File: src/rtl/byte_lane_sched_pkg.sv
// Shared types and constants for the byte-lane scheduler.
// Used by byte_lane_sched and rr_arb3.
package byte_lane_pkg;

    localparam int NUM_LANES = 3;
    localparam int LANE_W    = 8;
    localparam int SRC_W     = 2;

    typedef logic [LANE_W-1:0]                 lane_t;
    typedef logic [0:NUM_LANES-1][LANE_W-1:0]  word_t;
    typedef logic [SRC_W-1:0]                  src_t;
    typedef logic [0:NUM_LANES-1][SRC_W-1:0]   src_word_t;

    typedef enum logic {
        FILL = 1'b0,
        HOLD = 1'b1
    } sched_state_e;

    // Search start for the next grant: the requester after the one just served.
    function automatic src_t next_ptr(input src_t granted);
        return (granted == src_t'(NUM_LANES - 1)) ? src_t'(0) : src_t'(granted + src_t'(1));
    endfunction

endpackage

File: src/rtl/byte_lane_sched_rr_arb3.sv
// Combinational three-way round-robin arbiter.
// The search starts at ptr and wraps; a pointer of 3 is treated as 0.
module rr_arb3
    import byte_lane_pkg::*;
(
    input  logic [2:0] req,
    input  src_t       ptr,
    output logic [2:0] gnt,
    output src_t       idx,
    output logic       any
);

    src_t       start;
    logic [2:0] cand;

    assign start = (ptr == 2'd3) ? 2'd0 : ptr;

    always_comb begin
        gnt  = '0;
        idx  = '0;
        any  = 1'b0;
        cand = '0;
        for (int i = 0; i < 3; i++) begin
            cand = {1'b0, start} + 3'(i);
            if (cand >= 3'd3) begin
                cand = cand - 3'd3;
            end
            if (!any && req[cand[1:0]]) begin
                any            = 1'b1;
                gnt[cand[1:0]] = 1'b1;
                idx            = cand[1:0];
            end
        end
    end

endmodule

File: src/rtl/byte_lane_sched.sv
// Round-robin byte packer: grants one requester per cycle, packs bytes into a 3-lane word.
// Define BYTE_LANE_SCHED_FLUSH_EN to add the flush port for emitting partial words.
module byte_lane_sched #(
    parameter int NUM_LANES = byte_lane_pkg::NUM_LANES,
    parameter int LANE_W    = byte_lane_pkg::LANE_W
) (
    input  logic                                clk,
    input  logic                                rst,
`ifdef BYTE_LANE_SCHED_FLUSH_EN
    input  logic                                flush,
`endif
    input  logic [NUM_LANES-1:0]                req_valid,
    input  logic [LANE_W-1:0]                   req_data [NUM_LANES],
    output logic [NUM_LANES-1:0]                req_ready,
    output logic                                out_valid,
    input  logic                                out_ready,
    output logic [0:NUM_LANES-1][LANE_W-1:0]    out_data,
    output logic [0:NUM_LANES-1][1:0]           out_src,
    output logic [1:0]                          out_fill
);

    import byte_lane_pkg::*;

    sched_state_e state_q, state_d;
    logic [1:0]   fill_cnt_q, fill_cnt_d;
    word_t        lanes_q, lanes_d;
    src_word_t    src_q, src_d;
    src_t         prio_q, prio_d;

    logic [2:0]   arb_gnt;
    src_t         arb_idx;
    logic         arb_any;
    lane_t        sel_byte;
    logic         flush_w;

`ifdef BYTE_LANE_SCHED_FLUSH_EN
    assign flush_w = flush;
`else
    assign flush_w = 1'b0;
`endif

    rr_arb3 u_arb (
        .req (req_valid),
        .ptr (prio_q),
        .gnt (arb_gnt),
        .idx (arb_idx),
        .any (arb_any)
    );

    assign sel_byte = req_data[arb_idx];

    always_comb begin
        state_d    = state_q;
        fill_cnt_d = fill_cnt_q;
        lanes_d    = lanes_q;
        src_d      = src_q;
        prio_d     = prio_q;
        req_ready  = '0;
        case (state_q)
            FILL: begin
                req_ready = arb_gnt;
                if (arb_any) begin
                    for (int i = 0; i < NUM_LANES; i++) begin
                        if (fill_cnt_q == 2'(i)) begin
                            lanes_d[i] = sel_byte;
                            src_d[i]   = arb_idx;
                        end
                    end
                    fill_cnt_d = fill_cnt_q + 2'd1;
                    prio_d     = next_ptr(arb_idx);
                end
                // A flush counts the byte accepted in the same cycle.
                if (fill_cnt_d == 2'd3) begin
                    state_d = HOLD;
                end else if (flush_w && (fill_cnt_d != 2'd0)) begin
                    state_d = HOLD;
                end
            end
            HOLD: begin
                if (out_ready) begin
                    state_d    = FILL;
                    fill_cnt_d = '0;
                    lanes_d    = '0;
                    src_d      = '0;
                end
            end
            default: begin
                state_d = FILL;
            end
        endcase
    end

    always_ff @(posedge clk) begin
        if (rst) begin
            state_q    <= FILL;
            fill_cnt_q <= '0;
            lanes_q    <= '0;
            src_q      <= '0;
            prio_q     <= '0;
        end else begin
            state_q    <= state_d;
            fill_cnt_q <= fill_cnt_d;
            lanes_q    <= lanes_d;
            src_q      <= src_d;
            prio_q     <= prio_d;
        end
    end

    assign out_valid = (state_q == HOLD);
    assign out_data  = lanes_q;
    assign out_src   = src_q;
    assign out_fill  = fill_cnt_q;

endmodule

File: config.mk
export PLATFORM = sky130hd
export DESIGN_NAME = byte_lane_sched
export DESIGN_NICKNAME = d
export VERILOG_FILES = /design/src/rtl/byte_lane_sched_pkg.sv /design/src/rtl/byte_lane_sched_rr_arb3.sv /design/src/rtl/byte_lane_sched.sv
export SDC_FILE = /design/constraint.sdc
export NUM_CORES = 1
export LEC_CHECK = 0
export ABC_AREA = 1
export CAP_MARGIN = 20
export CORE_MARGIN = 10
export CORE_UTILIZATION = 50
export CTS_CLUSTER_DIAMETER = 40
export DETAILED_ROUTE_END_ITERATION = 10
export PLACE_DENSITY_LB_ADDON = 0.08
export SLEW_MARGIN = 20
export SYNTH_ARGS = -nofsm -noshare
export SYNTH_HDL_FRONTEND = slang
export SYNTH_HIERARCHICAL = 1
export SYNTH_SLANG_ARGS = --single-unit
File: constraint.sdc
create_clock -name clk -period 3.6 [get_ports clk]
set_clock_uncertainty 0.1 [all_clocks]
set_input_delay 0.72 -clock clk [delete_from_list [all_inputs] [get_ports clk]]
set_output_delay 0.72 -clock clk [all_outputs]
set_load 0.03 [all_outputs]
==> results of run 1 <==
==> cell type report <==
cell class	instances	area [um^2]
Inverter	38	142.6
Clock buffer	5	68.82
Clock inverter	1	7.507
Sequential cell	35	700.7
Multi-Input combinational cell	214	1102
Timing Repair Buffer	68	680.7
Tap cell	50	62.56
Fill cell	364	1206
==> power by group through the flow <==
stage | logic [mW] | registers [mW] | clock network (mW)
floorplan | 1.06 | 0.837 | 0
global placement | 1.84 | 0.604 | 0
detailed placement | 1.86 | 0.606 | 0
CTS | 1.87 | 0.599 | 0.273
global route | 2.04 | 0.615 | 0.290
finish | 1.86 | 0.598 | 0.270
==> cells in the final DEF (no fill, tap or decap), drive strengths merged <==
| cell type | n |
|---|---|
| a21oi | 35 |
| buf | 3 |
| clkbuf | 5 |
| clkdlybuf4s50 | 62 |
| clkinv | 2 |
| clkinvlp | 1 |
| dfxtp | 35 |
| dlymetal6s2s | 3 |
| ha | 7 |
| inv | 36 |
| nand2 | 88 |
| nand3 | 63 |
| nand4 | 2 |
| nor2 | 12 |
| o21ai | 4 |
| o31ai | 1 |
| or2 | 1 |
| xor2 | 1 |
==> worst min-delay path, stage by stage (launching register included) <==
cell	delay [ns]
dfxtp_1	0.31
nand2_1	0.07
a21oi_2	0.05
==> per-stage QoR <==
step | utilization (%) | hold WS, ns | power, mW | std cells | setup slack, ns
finish | 69.63 | 0.3703 | 2.733 | 411 | 0.4899
global route | 69.63 | 0.3863 | 2.948 | 411 | 0.3477
CTS | 69.44 | 0.3759 | 2.742 | 411 | 0.1046
detailed placement | 67.52 | 0.3631 | 2.467 | 405 | 0.1124
global placement | 67.52 | 0.3575 | 2.445 | 405 | 0.1418
floorplan | - | 0.3778 | 1.900 | 299 | 1.020
==> repair_timing <==
action                     CTS  global route
buffers inserted             0             0
setup endpoints to repair    0             3
gates resized for setup      0             3
==> worst max-delay path by stage <==
stage | from | end | slack (ns) | cells after the start
5_1_grt | prio_q[0] | req_ready[1] | 0.35 | 13
4_1_cts | req_valid[2] | req_ready[0] | 0.10 | 12
6_report | req_valid[2] | req_ready[0] | 0.49 | 12
3_5_place_dp | req_valid[2] | req_ready[0] | 0.11 | 12
3_3_place_gp | req_valid[2] | req_ready[0] | 0.14 | 12
2_1_floorplan | req_valid[2] | req_ready[1] | 1.02 | 10
==> registers in the layout, indices dropped and copies added (netlist names) <==
| signal | cells |
|---|---|
| out_data | 24 |
| out_src | 6 |
| prio_q | 2 |
| out_fill | 2 |
| out_valid | 1 |
==> cells by family (layout without fill, tap and decap cells) <==
logic type                 count (synthesis)  after routing
buffers and inverters                     50            112
AOI/OAI and AO/OA                         40             40
xor gates and xnor gates                   1              1
and+or+nand+nor                          166            166
DFF                                       35             35
adders and majority gates                  7              7
==> routing by layer <==
metal | vias to the layer above | share of wire (%) | track usage (%)
li1 | 1090 | - | -
met1 | 960 | 47 | 22.19
met2 | 64 | 46 | 25.71
met3 | 6 | 5.6 | 4.297
met4 | 0 | 0.86 | 4.566
met5 | - | 0 | 0
==> impl_metrics.py, run 1 <==
metrics = {
    "status": {
        "status": "complete, no violations",
    },
    "worst_hold_path": {
        "whs_path_depth": 2,
        "holdCritStartpoint": "out_src[3]",
        "hold_class": "flop to flop",
        "worstHoldEndpoint": "out_src[3]",
    },
    "critical_path": {
        "critPathMaxFanout": 6,
        "crit_type": "input port to output pin",
        "crit_path_end_kind": "output pin",
        "cp_data_required_time_ns": 2.78,
        "r2r_setup_slack_ns": 0.82,
        "critPathLaunchType": "input port",
        "critPathTopFamily": "buffers and inverters",
        "cp_cell_sequence": "clkdlybuf4s50_1, inv_1, o21ai_1, nand2_4, inv_2, nand2_1, nand2_1, inv_1, nand2_1, inv_1, nor2_1, dlymetal6s2s_1",
        "critPathArrivalTime_ns": 2.29,
        "slowest_delay_ns": 0.47,
        "cpMaxStageDelayCell": "clkdlybuf4s50_1",
        "r2r_end": "out_data[1]",
        "r2r-start": "prio_q[0]",
        "worst-path-buf-inv": 6,
        "reg2regPathDepth": 13,
    },
    "power": {
        "ir_drop_uv": 543.9,
        "p_leak_nw": 1.231,
        "switching_share_pct": 52.81,
        "p_int_mw": 1.289,
        "pwr-share-comb_pct": 68.2,
        "p_clk_share_pct": 9.9,
        "p_per_area_nw_per_um2": 988.2,
        "p_switching_mw": 1.443,
        "seqPwrFrac_pct": 21.9,
    },
    "global_route": {
        "grt_pass1_vias": 1974,
        "overflow": 0,
        "grt.total_usage_pct": 16.67,
        "grt_start_max_net_pins": 29,
        "antenna_found_initial": 0,
        "grt_pass1_wl_mm": 9.956,
    },
    "placement": {
        "place_area_um2": 2681,
        "numPortBuffers": 65,
        "globalplace.congestion": 0.8370,
        "place_hpwl_mm": 4.303,
    },
    "floorplanning": {
        "die_x_um": 83.73,
        "rows": 23,
        "initial_core_util_pct": 51.13,
        "die_y_um": 83.73,
        "dieArea_um2": 7011,
        "coreArea_um2": 3971,
        "ios": 66,
    },
    "synth": {
        "yosysUniqueCellTypes": 25,
        "synth-edff-count": 0,
        "yosys_warnings": 6,
        "yosysSeqAreaShare_pct": 34.50,
        "synth_cells": 299,
        "synth-simple-area-share_pct": 38.14,
        "synthXorXnorAreaFrac_pct": 0.4313,
        "synth_ff_type": "dfxtp_1",
        "syn_nets": 336,
        "yosys-mux-area-fraction_pct": 0,
        "synth_top_cell_by_area": "dfxtp_1",
        "synthArstFlopShare_pct": 0,
        "synth_top_family_by_area": "simple AND/OR/NAND/NOR gates",
        "ys_seq_elements": 35,
        "yosys-top-cells-count": "nand2_1, nand3_1, dfxtp_1",
        "synth_fa_ha_area_share_pct": 4.313,
        "syn_avg_cell_area_um2": 6.792,
        "syn_area_um2": 2031,
        "synth_compound_area_share_pct": 11.40,
        "synth_top_area_share_pct": 34.50,
        "synth_most_common_cell": "nand2_1",
        "synth_area_leaders": "dfxtp_1, nand3_1, nand2_1",
    },
    "routing": {
        "drtAntennaViolNets": 0,
        "firstDrtPassIters": 4,
        "vias": 2120,
        "viasPerCell": 5.158,
        "drt_iter0_drc": 204,
        "detail_route.wl_per_cell_um": 14.37,
        "routed_wl_mm": 5.908,
        "drc": 0,
    },
    "clock_tree": {
        "cts_tree": "yes",
        "cts-buffers-inserted": 5,
        "cts_num_sinks": 35,
        "cts_root_buf": "clkbuf_8",
        "clk_pin_slew_worst_paths_ns": 0.07,
        "clk_latency_ns": 0.29,
        "clock_path_buffers": 2,
        "htree_levels": 2,
        "ctsHoldBuffers": 0,
    },
    "sta": {
        "setup_viol": 0,
        "hold_viol_final": 0,
        "grt_setup_unrepaired": "no",
        "fin_crit_ns": 3.110,
        "max_freq_mhz": 321.5,
        "slew_headroom_pct": 72.30,
        "finalSetupTns_ns": 0,
        "slew_violations": 0,
        "tightest_slew_ns": 0.4150,
        "finalCritPeriodShare_pct": 86.39,
    },
    "flow_run": {
        "drv_cap": 0,
    },
    "final_layout": {
        "fin_nets": 399,
        "fin_area_um2": 2765,
        "area_growth_pct": 36.17,
        "drive_gt1_share_pct": 9.141,
        "insertedDiodeCount": 0,
    },
}
Power figures use the tool's default switching activity.
==> run 2: changes to the inputs <==
--- a/config.mk
+++ b/config.mk
@@ -7,7 +7,7 @@
 export LEC_CHECK = 0
 export ABC_AREA = 1
 export CAP_MARGIN = 20
-export CORE_MARGIN = 10
+export CORE_MARGIN = 4
 export CORE_UTILIZATION = 50
 export CTS_CLUSTER_DIAMETER = 40
 export DETAILED_ROUTE_END_ITERATION = 10
==> impl_metrics.py, run 2 (synthesis gave the netlist of run 1 again) <==
metrics = {
    "critical_path": {
        "crit_type": "input port to output pin",
        "cp_data_required_time_ns": 2.78,
        "critPathLaunchType": "input port",
        "critPathArrivalTime_ns": 2.64,
        "critPathMaxFanout": 4,
        "crit_path_end_kind": "output pin",
    },
    "power": {
        "p_per_area_nw_per_um2": 990.0,
        "total_power_mw": 2.744,
        "ir_drop_uv": 516.0,
        "p_leak_nw": 1.226,
    },
    "global_route": {
        "grt_pass1_vias": 1964,
        "grt_start_max_net_pins": 29,
        "grt_pass1_wl_mm": 8.921,
        "grt.total_usage_pct": 21.72,
        "antenna_found_initial": 0,
        "overflow": 0,
    },
    "flow_run": {
        "drv_cap": 0,
    },
    "sta": {
        "setup_viol": 0,
        "finalCritPeriodShare_pct": 96.10,
        "slew_headroom_pct": 73.39,
        "finalSetupTns_ns": 0,
        "max_freq_mhz": 289.0,
        "tightest_slew_ns": 0.3988,
        "grt_setup_unrepaired": "no",
        "slew_violations": 0,
        "fin_crit_ns": 3.460,
        "hold_viol_final": 0,
        "setup_ws_ns": 0.1402,
    },
    "final_layout": {
        "insertedDiodeCount": 0,
        "area_growth_pct": 36.48,
        "largest_reg_flops": 24,
        "most-common-layout-cells": "nand2_1, clkdlybuf4s50_1, nand3_1",
        "fin_nets": 399,
        "layout.cells.most_common": "nand2_1",
        "drive_gt1_share_pct": 9.392,
        "fin_area_um2": 2771,
        "stdcell_count": 410,
    },
    "routing": {
        "drtAntennaViolNets": 0,
        "vias": 2179,
        "drc": 0,
        "routed_wl_mm": 5.688,
        "drt_iter0_drc": 128,
        "viasPerCell": 5.315,
        "firstDrtPassIters": 4,
        "detail_route.wl_per_cell_um": 13.87,
    },
    "floorplanning": {
        "coreArea_um2": 3799,
        "die_x_um": 71.73,
        "initial_core_util_pct": 53.46,
        "dieArea_um2": 5145,
        "ios": 66,
        "rows": 22,
        "die_y_um": 71.73,
    },
    "clock_tree": {
        "cts_num_sinks": 35,
        "cts_root_buf": "clkbuf_8",
        "cts_tree": "yes",
        "htree_levels": 2,
        "cts-buffers-inserted": 5,
        "clk_latency_ns": 0.28,
        "clk_pin_slew_worst_paths_ns": 0.06,
        "clock_path_buffers": 2,
    },
    "placement": {
        "dp_cells": 403,
        "post-place-ws_ns": 0.1106,
        "globalplace.congestion": 0.8136,
        "place_hpwl_mm": 4.084,
        "place_area_um2": 2679,
        "numPortBuffers": 65,
    },
    "worst_hold_path": {
        "hold_class": "flop to flop",
    },
    "status": {
        "status": "complete, no violations",
    },
}
## run 2: changes by cell type in the layout (fill, tap and decap cells not counted), sizes merged
cell and delta:
clkinv +1, dlymetal6s2s -1, clkdlybuf4s50 +1, clkbuf +1, clkinvlp -1
## run 2: stage by stage
| stage | hold WS [ns] | util, % |
|---|---|---|
| 2_1_floorplan | 0.3778 | - |
| 3_3_place_gp | 0.3601 | 70.52 |
| 3_5_place_dp | 0.3620 | 70.52 |
| 4_1_cts | 0.3765 | 72.83 |
| 5_1_grt | 0.4043 | 72.96 |
| 6_report | 0.3687 | 72.96 |
## run 2: worst paths after layout
kind                start            to  slack, ns  cells after the start
max reg2reg     prio_q[0]   out_data[5]       0.80                     11
min reg2reg    out_src[4]    out_src[4]       0.37                      2
max          req_valid[0]  req_ready[2]       0.14                     10
min            out_src[4]    out_src[4]       0.37                      2
## run 2: power by group
group / internal [mW] / total [mW] / switching [mW]
registers: 0.520 / 0.605 / 0.0851
logic: 0.642 / 1.85 / 1.21
clock network: 0.150 / 0.284 / 0.134
total: 1.31 / 2.74 / 1.43
## run 2: routing by layer
| layer | share of wire [%] | global-route usage, % | vias up |
|---|---|---|---|
| met5 | 0 | 0 | - |
| met3 | 7.8 | 5.330 | 7 |
| met4 | 1.1 | 5.637 | 0 |
| met1 | 43 | 28.73 | 1000 |
| li1 | - | - | 1089 |
| met2 | 48 | 35.31 | 83 |
## run 2: area by class of cell
cell class	count	area [um^2]
Inverter	38	142.6
Clock inverter	1	5.005
Clock buffer	6	82.58
Tap cell	48	60.06
Multi-Input combinational cell	214	1102
Fill cell	331	1027
Timing Repair Buffer	68	678.2
Sequential cell	35	700.7
## run 2: worst max-delay path, cell delays in order
cell             delay [ns]
clkdlybuf4s50_1        0.51
inv_1                  0.07
nand2_1                0.07
nand3_1                0.12
o31ai_4                0.11
nand3_1                0.13
nand2_1                0.09
inv_1                  0.04
nor2_1                 0.08
clkdlybuf4s50_1        0.70
## run 2: what timing repair did
action | CTS | global route
resized for setup | 0 | 2
setup endpoints to repair | 0 | 2
hold buffers | 0 | 0
buffers inserted | 0 | 0
